## src/rtl/ps2_paddle_keys_if.sv

```systemverilog
`default_nettype none
// ============================================================================
//  Module      : ps2_paddle_keys_if
//  Description : PS/2 pad pins plus decoded paddle-key and scan-code outputs.
//  Revision    : 1.0 - initial release
// ============================================================================
interface ps2_paddle_keys_if;
    logic       ps2_clk;
    logic       ps2_dat;
    logic [1:0] keys_left;
    logic [1:0] keys_right;
    logic [7:0] scan_code;
    logic       scan_valid;
    logic       frame_err;

    modport master (
        output ps2_clk, ps2_dat,
        input  keys_left, keys_right, scan_code, scan_valid, frame_err
    );

    modport slave (
        input  ps2_clk, ps2_dat,
        output keys_left, keys_right, scan_code, scan_valid, frame_err
    );
endinterface
`default_nettype wire

```

## src/rtl/ps2_paddle_keys.sv

```systemverilog
`default_nettype none
// ============================================================================
//  Module      : ps2_paddle_keys
//  Description : PS/2 keyboard receiver and scan-code decoder producing
//                active-low paddle keys (W/S left, Up/Down arrows right).
//  Revision    : 1.0 - initial release
// ============================================================================
module ps2_paddle_keys #(
    parameter int FILTER_LEN     = 8,
    parameter int TIMEOUT_CYCLES = 50000
) (
    input  wire              clk,
    input  wire              rst_n,
    ps2_paddle_keys_if.slave bus
);

    localparam int c_FCNT_W = $clog2(FILTER_LEN + 1);
    localparam int c_TO_W   = $clog2(TIMEOUT_CYCLES + 1);

    localparam logic [c_FCNT_W-1:0] c_FILT_LAST = c_FCNT_W'(FILTER_LEN - 1);
    localparam logic [c_TO_W-1:0]   c_TO_MAX    = c_TO_W'(TIMEOUT_CYCLES);

    localparam logic [1:0] c_ST_IDLE   = 2'd0;
    localparam logic [1:0] c_ST_DATA   = 2'd1;
    localparam logic [1:0] c_ST_PARITY = 2'd2;
    localparam logic [1:0] c_ST_STOP   = 2'd3;

    localparam logic [7:0] c_CODE_BREAK = 8'hF0;
    localparam logic [7:0] c_CODE_EXT   = 8'hE0;

    // ------------------------------------------------------------------
    // Input synchronisers (idle bus level is high)
    // ------------------------------------------------------------------
    logic [1:0] r_clk_sync;
    logic [1:0] r_dat_sync;

    always_ff @(posedge clk or negedge rst_n) begin
        if (!rst_n) begin
            r_clk_sync <= 2'b11;
            r_dat_sync <= 2'b11;
        end else begin
            r_clk_sync <= {r_clk_sync[0], bus.ps2_clk};
            r_dat_sync <= {r_dat_sync[0], bus.ps2_dat};
        end
    end

    // ------------------------------------------------------------------
    // Clock glitch filter: follow the synchronised clock only after
    // FILTER_LEN consecutive samples disagree with the filtered level.
    // ------------------------------------------------------------------
    logic [c_FCNT_W-1:0] r_filt_cnt;
    logic                r_clk_filt;
    logic                r_clk_filt_d;
    logic                w_filt_flip;
    logic                w_fall;

    assign w_filt_flip = (r_clk_sync[1] != r_clk_filt) && (r_filt_cnt == c_FILT_LAST);

    always_ff @(posedge clk or negedge rst_n) begin
        if (!rst_n) begin
            r_filt_cnt   <= '0;
            r_clk_filt   <= 1'b1;
            r_clk_filt_d <= 1'b1;
        end else begin
            r_clk_filt_d <= r_clk_filt;
            if (r_clk_sync[1] == r_clk_filt) begin
                r_filt_cnt <= '0;
            end else if (w_filt_flip) begin
                r_clk_filt <= r_clk_sync[1];
                r_filt_cnt <= '0;
            end else begin
                r_filt_cnt <= r_filt_cnt + 1'b1;
            end
        end
    end

    assign w_fall = r_clk_filt_d & ~r_clk_filt;

    // ------------------------------------------------------------------
    // Receiver FSM
    // ------------------------------------------------------------------
    logic [1:0]        r_state;
    logic [1:0]        w_state_nxt;
    logic [2:0]        r_bit_cnt;
    logic [7:0]        r_shift;
    logic              r_parity;
    logic [c_TO_W-1:0] r_to_cnt;
    logic              w_timeout;
    logic              w_frame_done;
    logic              w_frame_good;

    always_ff @(posedge clk or negedge rst_n) begin
        if (!rst_n) begin
            r_state <= c_ST_IDLE;
        end else begin
            r_state <= w_state_nxt;
        end
    end

    always_comb begin
        w_state_nxt  = r_state;
        w_frame_done = 1'b0;
        w_frame_good = 1'b0;
        w_timeout    = (r_state != c_ST_IDLE) && !w_fall && (r_to_cnt == c_TO_MAX);
        if (w_timeout) begin
            w_state_nxt = c_ST_IDLE;
        end else if (w_fall) begin
            case (r_state)
                c_ST_IDLE: begin
                    if (!r_dat_sync[1]) begin
                        w_state_nxt = c_ST_DATA;
                    end
                end
                c_ST_DATA: begin
                    if (r_bit_cnt == 3'd7) begin
                        w_state_nxt = c_ST_PARITY;
                    end
                end
                c_ST_PARITY: begin
                    w_state_nxt = c_ST_STOP;
                end
                c_ST_STOP: begin
                    w_state_nxt  = c_ST_IDLE;
                    w_frame_done = 1'b1;
                    // Odd parity over data+parity, and a high stop bit
                    w_frame_good = (^{r_shift, r_parity}) & r_dat_sync[1];
                end
                default: begin
                    w_state_nxt = c_ST_IDLE;
                end
            endcase
        end
    end

    always_ff @(posedge clk or negedge rst_n) begin
        if (!rst_n) begin
            r_bit_cnt <= 3'd0;
            r_shift   <= 8'h00;
            r_parity  <= 1'b0;
        end else if (w_fall && !w_timeout) begin
            case (r_state)
                c_ST_IDLE: begin
                    r_bit_cnt <= 3'd0;
                end
                c_ST_DATA: begin
                    r_shift   <= {r_dat_sync[1], r_shift[7:1]};
                    r_bit_cnt <= r_bit_cnt + 3'd1;
                end
                c_ST_PARITY: begin
                    r_parity <= r_dat_sync[1];
                end
                default: begin
                end
            endcase
        end
    end

    // Counter parks at the limit in IDLE so a timeout is reported only once.
    always_ff @(posedge clk or negedge rst_n) begin
        if (!rst_n) begin
            r_to_cnt <= '0;
        end else if (w_fall) begin
            r_to_cnt <= '0;
        end else if ((r_state != c_ST_IDLE) && (r_to_cnt != c_TO_MAX)) begin
            r_to_cnt <= r_to_cnt + 1'b1;
        end
    end

    // ------------------------------------------------------------------
    // Frame result registers
    // ------------------------------------------------------------------
    logic [7:0] r_scan_code;
    logic       r_scan_valid;
    logic       r_frame_err;

    always_ff @(posedge clk or negedge rst_n) begin
        if (!rst_n) begin
            r_scan_code  <= 8'h00;
            r_scan_valid <= 1'b0;
            r_frame_err  <= 1'b0;
        end else begin
            r_scan_valid <= w_frame_done & w_frame_good;
            r_frame_err  <= (w_frame_done & ~w_frame_good) | w_timeout;
            if (w_frame_done && w_frame_good) begin
                r_scan_code <= r_shift;
            end
        end
    end

    // ------------------------------------------------------------------
    // Scan-code decoder and key state
    // ------------------------------------------------------------------
    logic       r_brk;
    logic       r_ext;
    logic [1:0] r_keys_left;
    logic [1:0] r_keys_right;

    always_ff @(posedge clk or negedge rst_n) begin
        if (!rst_n) begin
            r_brk        <= 1'b0;
            r_ext        <= 1'b0;
            r_keys_left  <= 2'b11;
            r_keys_right <= 2'b11;
        end else if (r_frame_err) begin
            r_brk <= 1'b0;
            r_ext <= 1'b0;
        end else if (r_scan_valid) begin
            if (r_scan_code == c_CODE_BREAK) begin
                r_brk <= 1'b1;
            end else if (r_scan_code == c_CODE_EXT) begin
                r_ext <= 1'b1;
            end else begin
                // Key level equals the break flag: make drives 0, break drives 1
                case ({r_ext, r_scan_code})
                    9'h01D:  r_keys_left[1]  <= r_brk;
                    9'h01B:  r_keys_left[0]  <= r_brk;
                    9'h175:  r_keys_right[1] <= r_brk;
                    9'h172:  r_keys_right[0] <= r_brk;
                    default: begin
                    end
                endcase
                r_brk <= 1'b0;
                r_ext <= 1'b0;
            end
        end
    end

    assign bus.keys_left  = r_keys_left;
    assign bus.keys_right = r_keys_right;
    assign bus.scan_code  = r_scan_code;
    assign bus.scan_valid = r_scan_valid;
    assign bus.frame_err  = r_frame_err;

endmodule
`default_nettype wire

```

## src/flat_wrapper.sv

```systemverilog
// flat-port wrapper written by rule: the top's interface ports become plain ports
module ps2_paddle_keys_flat 
#(
    parameter int FILTER_LEN     = 8,
    parameter int TIMEOUT_CYCLES = 50000
)
  (clk, rst_n, bus_ps2_clk, bus_ps2_dat, bus_keys_left, bus_keys_right, bus_scan_code, bus_scan_valid, bus_frame_err);
  ps2_paddle_keys_if bus_i ();
  input  wire clk;
  input  wire rst_n;
  input wire logic [$bits(bus_i.ps2_clk)-1:0] bus_ps2_clk;
  input wire logic [$bits(bus_i.ps2_dat)-1:0] bus_ps2_dat;
  output wire logic [$bits(bus_i.keys_left)-1:0] bus_keys_left;
  output wire logic [$bits(bus_i.keys_right)-1:0] bus_keys_right;
  output wire logic [$bits(bus_i.scan_code)-1:0] bus_scan_code;
  output wire logic [$bits(bus_i.scan_valid)-1:0] bus_scan_valid;
  output wire logic [$bits(bus_i.frame_err)-1:0] bus_frame_err;
  assign bus_i.ps2_clk = bus_ps2_clk;
  assign bus_i.ps2_dat = bus_ps2_dat;
  assign bus_keys_left = bus_i.keys_left;
  assign bus_keys_right = bus_i.keys_right;
  assign bus_scan_code = bus_i.scan_code;
  assign bus_scan_valid = bus_i.scan_valid;
  assign bus_frame_err = bus_i.frame_err;
  ps2_paddle_keys #(.FILTER_LEN(FILTER_LEN), .TIMEOUT_CYCLES(TIMEOUT_CYCLES)) u_core (.clk(clk), .rst_n(rst_n), .bus(bus_i));
endmodule
```

## config.mk

```make
export PLATFORM = sky130hd
export DESIGN_NAME = ps2_paddle_keys_flat
export DESIGN_NICKNAME = d
export VERILOG_FILES = /design/src/rtl/ps2_paddle_keys_if.sv /design/src/rtl/ps2_paddle_keys.sv /design/src/flat_wrapper.sv
export SDC_FILE = /design/constraint.sdc
export NUM_CORES = 1
export LEC_CHECK = 0
export BUFFER_PORTS_ARGS = -buffer_cell sky130_fd_sc_hd__clkbuf_2
export CAP_MARGIN = 0
export CORE_ASPECT_RATIO = 0.5
export CORE_MARGIN = 2
export CORE_UTILIZATION = 55
export CTS_CLUSTER_SIZE = 40
export DETAILED_ROUTE_END_ITERATION = 8
export GPL_ROUTABILITY_DRIVEN = 0
export PLACE_DENSITY = 0.8
export SLEW_MARGIN = 20
export SYNTH_ARGS = -nofsm -noshare
export SYNTH_HDL_FRONTEND = slang
export SYNTH_SLANG_ARGS = --single-unit
```

## constraint.sdc

```tcl
create_clock -name clk -period 2.59 [get_ports clk]
set_clock_uncertainty 0.05 [all_clocks]
set_input_delay 0.259 -clock clk [delete_from_list [all_inputs] [get_ports clk]]
set_output_delay 0.259 -clock clk [all_outputs]
set_load 0.05 [all_outputs]
```

# Word-level counts from Yosys, hierarchy flattened
# Index checks and enable logic that the tools add are counted.
# Widths: inputs -> output; s select.
dict set report totals {
  ff_bits 56
  word_cells 102
  input_bits 4
}
dict set report classes {
  n_bitwise 11
  reduce_logical 26
  add_sub_neg 3
  n_mux 24
  n_eq_ne 19
}
# cell n
set op_table {}
lappend op_table {{$mux 16} 2}
lappend op_table {{$reduce_and 5->1} 4}
lappend op_table {{$eq 9x5->1 const B} 2}
lappend op_table {{$eq 9x9->1 const B} 2}
lappend op_table {{$add 16x1->16 const B} 1}
lappend op_table {{$eq 16x16->1 const B} 1}
lappend op_table {{$eq 8x8->1 const B} 2}
lappend op_table {{$ne 16x16->1 const B} 1}
lappend op_table {{$mux 1} 14}
lappend op_table {{$reduce_and 2->1} 6}
lappend op_table {{$reduce_bool 2->1} 5}
lappend op_table {{$reduce_xor 9->1} 1}
lappend op_table {{$mux 2} 4}
lappend op_table {{$mux 4} 2}
lappend op_table {{$pmux 2 s4} 1}
lappend op_table {{$logic_and 1x1->1} 6}
lappend op_table {{$ne 3x1->1 const B} 2}
lappend op_table {{$not 1->1} 6}
lappend op_table {{$pmux 3 s2} 1}
lappend op_table {{$add 4x1->4 const B} 1}
lappend op_table {{$and 1x1->1} 4}
lappend op_table {{$eq 2x2->1 const B} 2}
lappend op_table {{$eq 4x3->1 const B} 1}
lappend op_table {{$add 3x1->3 const B} 1}
lappend op_table {{10 further kinds} 11}

# Depth between registers and ports, before layout
dict set report depth {
  word_depth 9
  mapped_depth 7
  depth_no_buf 7
}

# Worst setup path before layout
# No wires, ideal clock.
dict set report synth_timing {
  path_type {register -> register}
  from {register u_core.r_clk_filt_d}
  to {register u_core.r_scan_code[0] (netlist: u_core.bus.scan_code[0])}
  path_stages_with_launch 7
  required_time_ns 2.415
  synth_period_minus_slack_ns 2.021
  arrival_ns 1.846
  n_path_buf 1
  setup_slack_ns 0.569
  path_cell_list {dfstp_2 > nor2b_1 > clkbuf_1 > nand3_1 > or2_2 > mux2i_4 > mux2_2}
}
dict set report synth_via {
  elab_chain_len 6
}
# element line
set synth_rtl {}
lappend synth_rtl {{start: declaration} ps2_paddle_keys.sv:53} ;# logic r_clk_filt_d;
lappend synth_rtl {{start signal: assignment} ps2_paddle_keys.sv:65} ;# r_clk_filt_d <= r_clk_filt;
lappend synth_rtl {{$and 1x1->1 *} ps2_paddle_keys.sv:77} ;# assign w_fall = r_clk_filt_d & ~r_clk_filt;
lappend synth_rtl {{$logic_not 1->1} ps2_paddle_keys.sv:104} ;# w_timeout = (r_state != c_ST_IDLE) && !w_fall && (r_to_cnt == c_TO_MAX);
lappend synth_rtl {{$logic_and 1x1->1 (2 in series)} ps2_paddle_keys.sv:104}
lappend synth_rtl {{$mux 1} ps2_paddle_keys.sv:105} ;# if (w_timeout) begin
lappend synth_rtl {{$logic_and 1x1->1 *} ps2_paddle_keys.sv:184} ;# if (w_frame_done && w_frame_good) begin
lappend synth_rtl {{end signal: assignment} ps2_paddle_keys.sv:185} ;# r_scan_code <= r_shift;
lappend synth_rtl {{end: declaration} ps2_paddle_keys.sv:172} ;# logic [7:0] r_scan_code;
# Mark *: on every way between the ends. The rest lies on a longest branch, timed or not.
# A chain may end at the register's enable or synchronous reset.

# Final worst setup path
dict set report layout_timing {
  from {register u_core.r_state[1]}
  to {register u_core.r_to_cnt[14]}
}
dict set report layout_via {
  elab_chain_len 3
}
# element line
set layout_rtl {}
lappend layout_rtl {{start: declaration} ps2_paddle_keys.sv:82} ;# logic [1:0] r_state;
lappend layout_rtl {{start signal: assignment} ps2_paddle_keys.sv:94} ;# r_state <= c_ST_IDLE;
lappend layout_rtl {{start signal: assignment} ps2_paddle_keys.sv:96} ;# r_state <= w_state_nxt;
lappend layout_rtl {{$reduce_bool 2->1} ps2_paddle_keys.sv:164} ;# end else if ((r_state != c_ST_IDLE) && (r_to_cnt != c_TO_MAX)) begin
lappend layout_rtl {{$logic_and 1x1->1} ps2_paddle_keys.sv:164}
lappend layout_rtl {{$reduce_bool 2->1 (no line)} -}
lappend layout_rtl {{end signal: assignment} ps2_paddle_keys.sv:165} ;# r_to_cnt <= r_to_cnt + 1'b1;
lappend layout_rtl {{end: declaration} ps2_paddle_keys.sv:87} ;# logic [c_TO_W-1:0] r_to_cnt;
# Every way passes these cells.

==> flow_metrics.env <==
export IMPL_outcome="finished, final reports clean"
export IMPL_initial_utilization_pct=58.2
export IMPL_critPathSlowestCell="sky130_fd_sc_hd__dfrtp_1"
export IMPL_cts_htree_levels=2
export IMPL_worst_path_largest_cell_delay_ns=0.44
export IMPL_die_width_um=101
export IMPL_path_depth_of_the_worst_reg2reg_path=6
export IMPL_final_min_period_over_clock_period_pct=85.3
export IMPL_async_reset_ff_share_pct=100
export IMPL_max_freq_mhz=453
export IMPL_post_drt_wl_per_cell_um=14.5
export IMPL_detail_route_drc_violations=0
export IMPL_syn_inst=228
export IMPL_postCtsSetupBuffers=0
export IMPL_critPathMaxFanout=12
export IMPL_largest_net_degree_at_the_start_of_global_routing=33
export IMPL_ant_nets=0
export IMPL_post_layout_cell_count=320
export IMPL_end_kind="flip-flop"
export IMPL_crit_path_start="u_core.r_state[1]$_DFFE_PN0P_"
export IMPL_rsz_0062_raised_after_global_routing="no"
export IMPL_hold_path_class="reg2reg"
export IMPL_post_dp_cell_area_um2=2780
export IMPL_count_of_flip_flops_with_a_built_in_enable_after_synthesis=0
export IMPL_numPlacedInstances=309
export IMPL_timing_critical_path_arrival_ns=2.40
export IMPL_clock_tree_root_cell="sky130_fd_sc_hd__clkbuf_8"
export IMPL_floorplan_die_area_um2=5350
export IMPL_cp_start_kind="flip-flop"
export IMPL_synth_seq_cells=56
export IMPL_postSynthAreaPerCell_um2=11.5
export IMPL_worst_setup_hold_path_clk_slew_ns=0.09
export IMPL_ys_flop_type="sky130_fd_sc_hd__dfrtp_1"
export IMPL_grt_use_total_pct=19.4
export IMPL_dp_final_hpwl_um=3250
export IMPL_fraction_of_final_layout_cells_sized_beyond_drive_strength_1_pct=24.8
export IMPL_clock_sinks=56
export IMPL_area_growth_syn_to_layout_pct=11.2
export IMPL_register_area_share_after_synthesis_pct=54.1
export IMPL_register_area_um2=1410
export IMPL_final_cell_area_um2=2900
export IMPL_timing_final_setup_violations=0
export IMPL_fp_coreArea_um2=4490
export IMPL_leakage_dissipation_uw=0.00135
export IMPL_worst_setup_path_type="reg2reg"
export IMPL_mappedNetlistArea_um2=2610
export IMPL_top_level_i_o_count=18
export IMPL_timing_hold_worst_start="u_core.r_dat_sync[0]$_DFF_PN1_"
export IMPL_max_slew_margin_pct=51.2
export IMPL_dieHeight_um=52.7
export IMPL_fin_crit_ns=2.21
export IMPL_final_max_slew_violation_count=0
export IMPL_drt_pre_antenna_iters=4
export IMPL_fillers=348
export IMPL_grt_pass1_vias=1749
export IMPL_detail_route_iter0_violations=39
export IMPL_worstHoldPathCells=0
export IMPL_total_power_uw=2200
export IMPL_routed_wl_um=4630
export IMPL_overflow=0
export IMPL_route_vias_total=1736
export IMPL_antenna_found_initial=0
export IMPL_area_taken_by_multi_input_logic_gates_um2=1160
export IMPL_post_drt_via_cell_ratio=5.43
export IMPL_post_layout_net_count=267
export IMPL_place_port_buffers=17
export IMPL_cts_resized=0
export IMPL_synth_lib_cells_used_distinct=36
export IMPL_finalCoreUtilization_pct=64.7
export IMPL_sum_of_negative_setup_slack_ns=0
export IMPL_fp_row_count=17
export IMPL_clock_path_buffers=2
export IMPL_final_hold_viol_count=0
export IMPL_antenna_cell_count=0
export IMPL_synth_area_leaders="sky130_fd_sc_hd__dfrtp_1 44%, sky130_fd_sc_hd__dfstp_2 10%, sky130_fd_sc_hd__mux2_2 9.1%, sky130_fd_sc_hd__xnor2_1 5.0%, sky130_fd_sc_hd__ha_1 4.8%"
export IMPL_max_cap_violations=0
export IMPL_cellPowerDensity_nw_per_um2=758
export IMPL_synth_top_cell_area_share_pct=44.1
export IMPL_numCtsBuffers=5
export IMPL_critPathRequiredTime_ns=2.78
export IMPL_clock_tree_from_tritoncts="yes"
export IMPL_grt_pass1_wl_um=7770
export IMPL_netlist_top_cell_by_area="sky130_fd_sc_hd__dfrtp_1"
export IMPL_worst_margin_pin_slew_ns=0.733
export IMPL_ir_drop_mv=0.305
export IMPL_clk_insertion_delay_late_ns=0.32
export IMPL_worst_r2r_startpoint="u_core.r_state[1]$_DFFE_PN0P_"
export IMPL_crit_chain="inv_1 > ha_1 > nand4b_1 > or2_2 > or3_1 > a21oi_1"
export IMPL_synth_yosys_warnings=0
export IMPL_syn_nets=242
[kinds of logic (layout without fill, tap and decap cells)]
kind of cell,count (synthesis),count (layout),synth area share (%)
AOI/OAI and AO/OA,24,24,5.56
xor gates and xnor gates,22,22,7.67
adders and majority gates,10,10,4.79
buffers and inverters,11,37,1.58
DFF,56,56,54.1
muxes,22,22,9.92
and+or+nand+nor,83,83,16.3
[critical path, delay by kind of cell (launching register included)]
| family | cells | cell delay, ns |
|---|---|---|
| simple gates | 3 | 1.07 |
| flops | 1 | 0.44 |
| fa+ha+maj | 1 | 0.33 |
| compound gates | 1 | 0.14 |
| buf+inv | 1 | 0.11 |
[synth_stat cells (2+ instances only)]
master	instances
sky130_fd_sc_hd__inv_1	6
sky130_fd_sc_hd__nor2_1	25
sky130_fd_sc_hd__nor2b_1	2
sky130_fd_sc_hd__nand4b_1	2
sky130_fd_sc_hd__nand4_1	3
sky130_fd_sc_hd__xnor2_1	15
sky130_fd_sc_hd__nor3_1	6
sky130_fd_sc_hd__or3_1	2
sky130_fd_sc_hd__dfrtp_1	46
sky130_fd_sc_hd__nand2_1	19
sky130_fd_sc_hd__ha_1	10
sky130_fd_sc_hd__a21oi_1	9
sky130_fd_sc_hd__mux2_2	21
sky130_fd_sc_hd__dfstp_2	10
sky130_fd_sc_hd__and4_1	2
sky130_fd_sc_hd__and4b_1	2
sky130_fd_sc_hd__nand3_1	8
sky130_fd_sc_hd__o21ai_0	8
sky130_fd_sc_hd__or2_2	2
sky130_fd_sc_hd__clkbuf_1	4
sky130_fd_sc_hd__a32o_1	2
sky130_fd_sc_hd__nor4b_1	5
sky130_fd_sc_hd__xor2_1	6
[path summary, 6_finish.rpt]
kind	slack [ns]	endpoint
min in group asynchronous	0.48	u_core.r_shift[1]$_DFFE_PN0P_
hold reg to reg	0.31	u_core.r_dat_sync[1]$_DFF_PN1_
setup / recovery	0.38	u_core.r_to_cnt[14]$_DFFE_PN0P_
setup reg to reg	0.38	u_core.r_to_cnt[14]$_DFFE_PN0P_
max in group asynchronous	1.31	u_core.bus.keys_left[1]$_DFFE_PN1P_
hold / removal	0.31	u_core.r_dat_sync[1]$_DFF_PN1_
[flip-flops by register name, indices dropped and copies added, names as in the netlist, 2 cells and up]
name,cells
u_core.r_to_cnt,16
u_core.bus.scan_code,8
u_core.r_shift,8
u_core.r_filt_cnt,4
u_core.r_bit_cnt,3
u_core.bus.keys_left,2
u_core.bus.keys_right,2
u_core.r_clk_sync,2
u_core.r_dat_sync,2
u_core.r_state,2
[power by group]
group          switching [µW]  internal [µW]  leakage (µW)
clock                     289            194     0.0000485
sequential                133           1010      0.000724
combinational             326            249      0.000574
total                     748           1450       0.00135
[metrics by stage]
step	hold slack, ns	setup WS, ns
3_5_place_dp	0.297	0.449
4_1_cts	0.311	0.417
2_1_floorplan	-0.0866	0.569
3_3_place_gp	0.296	0.522
5_1_grt	0.319	0.271
6_report	0.310	0.381
[layer usage]
metal,up-vias,wire length (µm),GRT usage [%]
met4,0,61,9.68
met1,864,2210,23.8
met5,-,0,0
li1,845,-,-
met2,18,2250,32.5
met3,9,111,4.80
[area by class of cell]
class                      instances  area share, %
tap                               66           2.84
clock buffer                       5           2.37
timing repair buffer              23           4.74
sequential                        56           48.7
inverter                           6          0.776
multi-input combinational        161           39.8
clock inverter                     3          0.776
[cells in the final DEF, fill, tap and decap left out, drive strengths merged, types with 7 or more instances in the layout]
| cell type | instances |
|---|---|
| mux2 | 21 |
| a21oi | 9 |
| clkbuf | 22 |
| nand3 | 8 |
| dfrtp | 46 |
| o21ai | 8 |
| inv | 7 |
| dfstp | 10 |
| nand2 | 19 |
| xnor2 | 16 |
| ha | 10 |
| nor2 | 25 |
[repair_timing]
| item | in CTS | in global routing |
|---|---|---|
| endpoints found under the hold margin | 24 | 0 |
| hold buffers | 3 | 0 |
| setup endpoints to repair | 0 | 0 |
Note: power is estimated with default switching activity, not from simulation.
